## src/rtl/cpu_pkg.sv

```systemverilog
// Shared types and opcode constants for the LEGv8 multi-cycle sequencer,
// instruction classifier and execution unit.
package cpu_pkg;

    typedef enum logic [2:0] {
        ST_FETCH     = 3'd0,
        ST_DECODE    = 3'd1,
        ST_EXECUTE   = 3'd2,
        ST_MEMORY    = 3'd3,
        ST_WRITEBACK = 3'd4,
        ST_HALT      = 3'd5
    } state_e;

    typedef enum logic [2:0] {
        CLS_RTYPE = 3'd0,
        CLS_LDUR  = 3'd1,
        CLS_STUR  = 3'd2,
        CLS_CBZ   = 3'd3,
        CLS_CBNZ  = 3'd4,
        CLS_B     = 3'd5
    } iclass_e;

    typedef enum logic [1:0] {
        ALU_ADD    = 2'b00,
        ALU_PASS_B = 2'b01,
        ALU_RTYPE  = 2'b10
    } alu_op_e;

    localparam logic [10:0] OP_ADD  = 11'b10001011000;
    localparam logic [10:0] OP_SUB  = 11'b11001011000;
    localparam logic [10:0] OP_AND  = 11'b10001010000;
    localparam logic [10:0] OP_ORR  = 11'b10101010000;
    localparam logic [10:0] OP_LDUR = 11'b11111000010;
    localparam logic [10:0] OP_STUR = 11'b11111000000;
    // CB-format keeps 8 opcode bits, B-format keeps 6; the rest is immediate.
    localparam logic [10:0] OP_CBZ  = 11'b10110100000;
    localparam logic [10:0] OP_CBNZ = 11'b10110101000;
    localparam logic [10:0] OP_B    = 11'b00010100000;
    localparam logic [10:0] MASK_CB = 11'b11111111000;
    localparam logic [10:0] MASK_B  = 11'b11111100000;

endpackage

```

## src/rtl/opcode_classifier.sv

```systemverilog
// Combinational map from Instruction[31:21] to an instruction class plus an
// illegal flag; shared by the sequencer, hazard and trace logic.
module opcode_classifier
    import cpu_pkg::*;
(
    input  logic [10:0] opcode_i,
    output iclass_e     iclass_o,
    output logic        illegal_o
);

    always_comb begin
        iclass_o  = CLS_RTYPE;
        illegal_o = 1'b0;
        if (opcode_i == OP_ADD || opcode_i == OP_SUB ||
            opcode_i == OP_AND || opcode_i == OP_ORR) begin
            iclass_o = CLS_RTYPE;
        end else if (opcode_i == OP_LDUR) begin
            iclass_o = CLS_LDUR;
        end else if (opcode_i == OP_STUR) begin
            iclass_o = CLS_STUR;
        end else if ((opcode_i & MASK_CB) == OP_CBZ) begin
            iclass_o = CLS_CBZ;
        end else if ((opcode_i & MASK_CB) == OP_CBNZ) begin
            iclass_o = CLS_CBNZ;
        end else if ((opcode_i & MASK_B) == OP_B) begin
            iclass_o = CLS_B;
        end else begin
            illegal_o = 1'b1;
        end
    end

endmodule

```

## src/rtl/cpu_sequencer.sv

```systemverilog
// Multi-cycle LEGv8 control sequencer: FETCH=0 ifetch | DECODE=1 classify |
// EXECUTE=2 ALU/branch | MEMORY=3 data access | WRITEBACK=4 reg write | HALT=5 fault.
module cpu_sequencer
    import cpu_pkg::*;
#(
    parameter int MEM_TIMEOUT = 255
) (
    input  logic        clk,
    input  logic        rst,
    input  logic [10:0] opcode,
    input  logic        zero,
    input  logic        mem_ready,
    output logic        mem_req,
    output logic        mem_we,
    output logic        mem_ifetch,
    output logic        ir_load,
    output logic        pc_write,
    output logic        pc_src,
    output logic        reg2loc,
    output logic        alu_src,
    output logic        mem_to_reg,
    output logic [1:0]  alu_op,
    output logic        reg_write,
    output logic        fault,
    output logic [2:0]  state
);

    localparam int CW = (MEM_TIMEOUT > 1) ? $clog2(MEM_TIMEOUT + 1) : 1;
    localparam logic [CW-1:0] TO_LAST = CW'(MEM_TIMEOUT - 1);

    state_e          state_q, state_d;
    iclass_e         class_q, class_d;
    logic            fault_q, fault_d;
    logic [CW-1:0]   wait_q, wait_d;
    iclass_e         dec_class;
    logic            dec_illegal;
    logic            timeout_hit;

    opcode_classifier u_classifier (
        .opcode_i  (opcode),
        .iclass_o  (dec_class),
        .illegal_o (dec_illegal)
    );

    // Fires on the last permitted wait cycle so the request never outlives the limit.
    assign timeout_hit = (MEM_TIMEOUT != 0) && (wait_q == TO_LAST) && !mem_ready;

    always_ff @(posedge clk) begin
        if (rst) begin
            state_q <= ST_FETCH;
            class_q <= CLS_RTYPE;
            fault_q <= 1'b0;
            wait_q  <= '0;
        end else begin
            state_q <= state_d;
            class_q <= class_d;
            fault_q <= fault_d;
            wait_q  <= wait_d;
        end
    end

    always_comb begin
        state_d = state_q;
        class_d = class_q;
        fault_d = fault_q;
        wait_d  = '0;
        case (state_q)
            ST_FETCH: begin
                if (mem_ready) begin
                    state_d = ST_DECODE;
                end else if (timeout_hit) begin
                    state_d = ST_HALT;
                    fault_d = 1'b1;
                end else begin
                    wait_d = wait_q + CW'(1);
                end
            end
            ST_DECODE: begin
                if (dec_illegal) begin
                    state_d = ST_HALT;
                    fault_d = 1'b1;
                end else begin
                    class_d = dec_class;
                    state_d = ST_EXECUTE;
                end
            end
            ST_EXECUTE: begin
                case (class_q)
                    CLS_RTYPE:          state_d = ST_WRITEBACK;
                    CLS_LDUR, CLS_STUR: state_d = ST_MEMORY;
                    default:            state_d = ST_FETCH;
                endcase
            end
            ST_MEMORY: begin
                if (mem_ready) begin
                    state_d = (class_q == CLS_LDUR) ? ST_WRITEBACK : ST_FETCH;
                end else if (timeout_hit) begin
                    state_d = ST_HALT;
                    fault_d = 1'b1;
                end else begin
                    wait_d = wait_q + CW'(1);
                end
            end
            ST_WRITEBACK: state_d = ST_FETCH;
            default:      state_d = ST_HALT;
        endcase
    end

    always_comb begin
        mem_req    = 1'b0;
        mem_we     = 1'b0;
        mem_ifetch = 1'b0;
        ir_load    = 1'b0;
        pc_write   = 1'b0;
        pc_src     = 1'b0;
        reg2loc    = 1'b0;
        alu_src    = 1'b0;
        mem_to_reg = 1'b0;
        alu_op     = ALU_ADD;
        reg_write  = 1'b0;
        if (!rst) begin
            case (state_q)
                ST_FETCH: begin
                    mem_req    = 1'b1;
                    mem_ifetch = 1'b1;
                    ir_load    = mem_ready;
                    pc_write   = mem_ready;
                end
                ST_DECODE: begin
                    reg2loc = !dec_illegal &&
                              (dec_class == CLS_STUR || dec_class == CLS_CBZ ||
                               dec_class == CLS_CBNZ);
                end
                ST_EXECUTE: begin
                    case (class_q)
                        CLS_RTYPE: alu_op = ALU_RTYPE;
                        CLS_LDUR, CLS_STUR: alu_src = 1'b1;
                        CLS_CBZ: begin
                            alu_op   = ALU_PASS_B;
                            pc_src   = 1'b1;
                            pc_write = zero;
                        end
                        CLS_CBNZ: begin
                            alu_op   = ALU_PASS_B;
                            pc_src   = 1'b1;
                            pc_write = !zero;
                        end
                        default: begin
                            pc_src   = 1'b1;
                            pc_write = 1'b1;
                        end
                    endcase
                end
                ST_MEMORY: begin
                    mem_req = 1'b1;
                    mem_we  = (class_q == CLS_STUR);
                end
                ST_WRITEBACK: begin
                    reg_write  = 1'b1;
                    mem_to_reg = (class_q == CLS_LDUR);
                end
                default: ;
            endcase
        end
    end

    assign fault = fault_q;
    assign state = state_q;

endmodule

```

## config.mk

```make
export PLATFORM = sky130hd
export DESIGN_NAME = cpu_sequencer
export DESIGN_NICKNAME = d
export VERILOG_FILES = /design/src/rtl/cpu_pkg.sv /design/src/rtl/opcode_classifier.sv /design/src/rtl/cpu_sequencer.sv
export SDC_FILE = /design/constraint.sdc
export NUM_CORES = 1
export LEC_CHECK = 0
export BUFFER_PORTS_ARGS = -buffer_cell sky130_fd_sc_hd__buf_2
export CORE_ASPECT_RATIO = 1.25
export CORE_MARGIN = 5
export CORE_UTILIZATION = 50
export CTS_CLUSTER_DIAMETER = 30
export DETAILED_ROUTE_END_ITERATION = 12
export GPL_ROUTABILITY_DRIVEN = 0
export PLACE_DENSITY = 0.83
export SETUP_SLACK_MARGIN = 0.2
export SLEW_MARGIN = 10
export SYNTH_ARGS = -nofsm -noshare
export SYNTH_HDL_FRONTEND = slang
export SYNTH_SLANG_ARGS = --single-unit
```

## constraint.sdc

```tcl
create_clock -name clk -period 1.75 [get_ports clk]
set_input_delay 0.175 -clock clk [delete_from_list [all_inputs] [get_ports clk]]
set_output_delay 0.175 -clock clk [all_outputs]
set_load 0.02 [all_outputs]
```

==> impl_metrics.csv <==
group,metric,value,unit
status,status,"finished with violations",
status,violations,"setup timing",
clocking,cts_root_buf,"clkbuf_4",
floorplan,core_area,1982,um^2
synth,synth_common_cells,"nor2_1, dfxtp_1, nand2_1",
grt,track_usage,0.1956,
routing,drt_iter0_drc,57,
synth,yosysSeqAreaShare,0.2878,
finish,final_cell_count_no_fill,199,
finish,n_fill_cell,135,
worst_setup_path,worst_r2r_path_depth,7,
sta,finalCritPeriodShare,1.006,
routing,drcViolationCount,0,
floorplan,start_util,0.5265,
sta,slew_headroom,0.7124,
placement,dp_hpwl,2203,um
placement,io_buffer_count,30,
power,p_leak,0.6258,nW
routing,wl_per_cell,19.01,um
power,p_per_area,498.8,nW/um^2
grt,grt_first_pass_wirelength,4823,um
worst_setup_path,end_kind,"output pin",
sta,worst_clock_skew,6.924,ps
clocking,tritoncts,"built",
grt,grt_pass1_vias,1125,
placement,dpl_cell_area,1289,um^2
routing,first_pass_iters,4,
clocking,clock_latency,290,ps
synth,synth-main-ff-cell,"dfxtp_1",
floorplan,rows,18,
finish,diodes,0,
grt,grt.overflow.total,0,
power,peakVddDrop,398.7,uV
worst_setup_path,timing.rr.end,"state[0]",
clocking,cts_buffer_depth,2,
floorplan,num_io_pins,31,
sta,setup_viol,1,
sta,hold_viol,0,
synth,synthTopCellsByArea,"dfxtp_1, nor2_1, nand2_1, xnor2_1, nor3_1",
floorplan,die_area,3106,um^2
synth,ys_ff_latch,15,
worst_setup_path,r2r_setup_slack,280,ps
sta,period_needed,1761,ps
worst_setup_path,r2r_start,"wait_q[0]",
clocking,hold_buffers,0,
worst_setup_path,crit_required,1570,ps
sta,rsz0062_at_grt,"yes",
clocking,cts.clk_slew.worst_paths,100,ps
routing,wl,3782,um
sta,fin_ws,-11.37,ps
min_path,worstHoldPathType,"input pin to flip-flop",
finish,fin_util,0.7961,
clocking,cts-buffers-inserted,3,
power,p_comb_frac,0.280,
synth,async_reset_ff_frac,0,
routing,avgViaCountPerCell,6.387,
routing,dr_total_vias,1271,
grt,antenna_found_initial,0,
floorplan,die_h,61.08,um
grt,grt_max_degree,12,
routing,postRouteAntennaNets,0,
worst_setup_path,start_kind,"flip-flop",
finish,finalInstanceArea,1578,um^2
floorplan,fp.dieW,50.86,um
synth,synth.most_common_cell,"nor2_1",
synth,synth.cell_area,1044,um^2
min_path,min_from,"opcode[7]",
power,pwr-share-clk,0.269,
power,switching_share,0.3291,
finish,layout.nets,197,
synth,yosys_warnings,0,
clocking,cts_sinks,15,
synth,syn_inst,140,
min_path,min_to,"class_q[2]",
power,p_int,528.0,uW
sta,worst_pin_slew,428.4,ps
worst_setup_path,arrival,1590,ps
worst_setup_path,critPathKind,"flip-flop to output pin",
sta,holdWs,201.5,ps
finish,area_growth,51.20,%
synth,synth_top_cell_area_share,0.2878,
placement,dp_cells,186,
run,maxCapViolations,0,
synth,yosysUniqueCellTypes,41,
sta,max_freq,567.7,MHz
min_path,min_path_cells,3,
synth,synth_nets,157,
clocking,htree_levels,1,
synth,synth_edf_count,0,
worst_setup_path,crit_fanout,5,
synth,yosysTopAreaCell,"dfxtp_1",
power,p_switching,259.0,uW
power,p_seq_frac,0.451,
finish,drive_above_1_share,0.4469,
synth,syn_avg_cell_area,7.454,um^2
sta,drv_slew,0,
## what timing repair did
item                                    4_1_cts  5_1_grt
pin swaps                                     5        7
buffers inserted                              3        6
gates resized for setup                      17       29
endpoints found under the setup margin       10       17
## worst max path at each step
stage	start	to	cells after the start	slack (ps)
detailed placement	opcode[0]	state[1]	6	-30
global placement	opcode[0]	state[1]	6	40
floorplan	state[0]	pc_write	4	150
finish	state[0]	alu_op[1]	4	-10
CTS	state[0]	alu_op[1]	4	40
global route	state[0]	alu_op[1]	4	-80
## final cells by class
type                            instances  area [um^2]  share of cell area
Sequential cell                        15        314.1              0.1990
Tap cell                               20        25.02             0.01586
Clock buffer                            4        26.28             0.01665
Timing Repair Buffer                   42        302.8              0.1919
Multi-Input combinational cell        112        887.1              0.5623
Inverter                                6        22.52             0.01427
## metal layers
metal	GRT usage	share of wire
met1	0.2201	0.36
met2	0.3812	0.54
met3	0.03874	0.051
met4	0.03285	0.042
met5	0	0
## power groups by stage
stage | sequential [mW] | combinational, mW | clock, mW
finish | 0.355 | 0.221 | 0.212
global route | 0.355 | 0.236 | 0.228
CTS | 0.357 | 0.182 | 0.208
detailed placement | 0.367 | 0.168 | 0
global placement | 0.366 | 0.163 | 0
floorplan | 0.372 | 0.104 | 0
## layout by cell type (no fill, tap or decap), types with 4 or more instances in the layout
cell / instances
nor2_1: 18
buf_2: 20
a21oi_1: 5
xnor2_1: 5
nor4_4: 4
nand3_1: 4
buf_4: 12
buf_6: 10
inv_1: 6
nand2_1: 12
dfxtp_1: 10
## stage by stage
stage | power (mW) | setup TNS (ps) | worst slack (ps)
2_1_floorplan | 0.4763 | 0 | 151.7
3_3_place_gp | 0.5292 | 0 | 42.64
3_5_place_dp | 0.5343 | -38.76 | -28.40
4_1_cts | 0.7467 | 0 | 40.73
5_1_grt | 0.8200 | -82.05 | -82.05
6_report | 0.7870 | -11.37 | -11.37
## worst max-delay path, stage by stage, from the launching register on
cell      delay, ps
dfxtp_2         350
nand2b_4        140
or3_4           400
nor4_4          210
buf_4           200
## sequential cells by signal, indices dropped and copies added, names as in the netlist
register,cells
wait_q,8
state,3
fault,1
class_q,3
## logic make-up (layout without fill, tap and decap cells)
group                    Yosys count  in the layout  synth area share
AO/OA/AOI/OAI                     29             29            0.2039
AND/OR/NAND/NOR                   71             71            0.3501
flip-flops                        15             15            0.2878
XOR/XNOR                           8              8           0.06715
adder cells (fa/ha/maj)            3              3           0.03357
buffers and inverters             13             52           0.04677
multiplexers                       1              1           0.01079
Note: power is estimated with default switching activity, not from simulation.
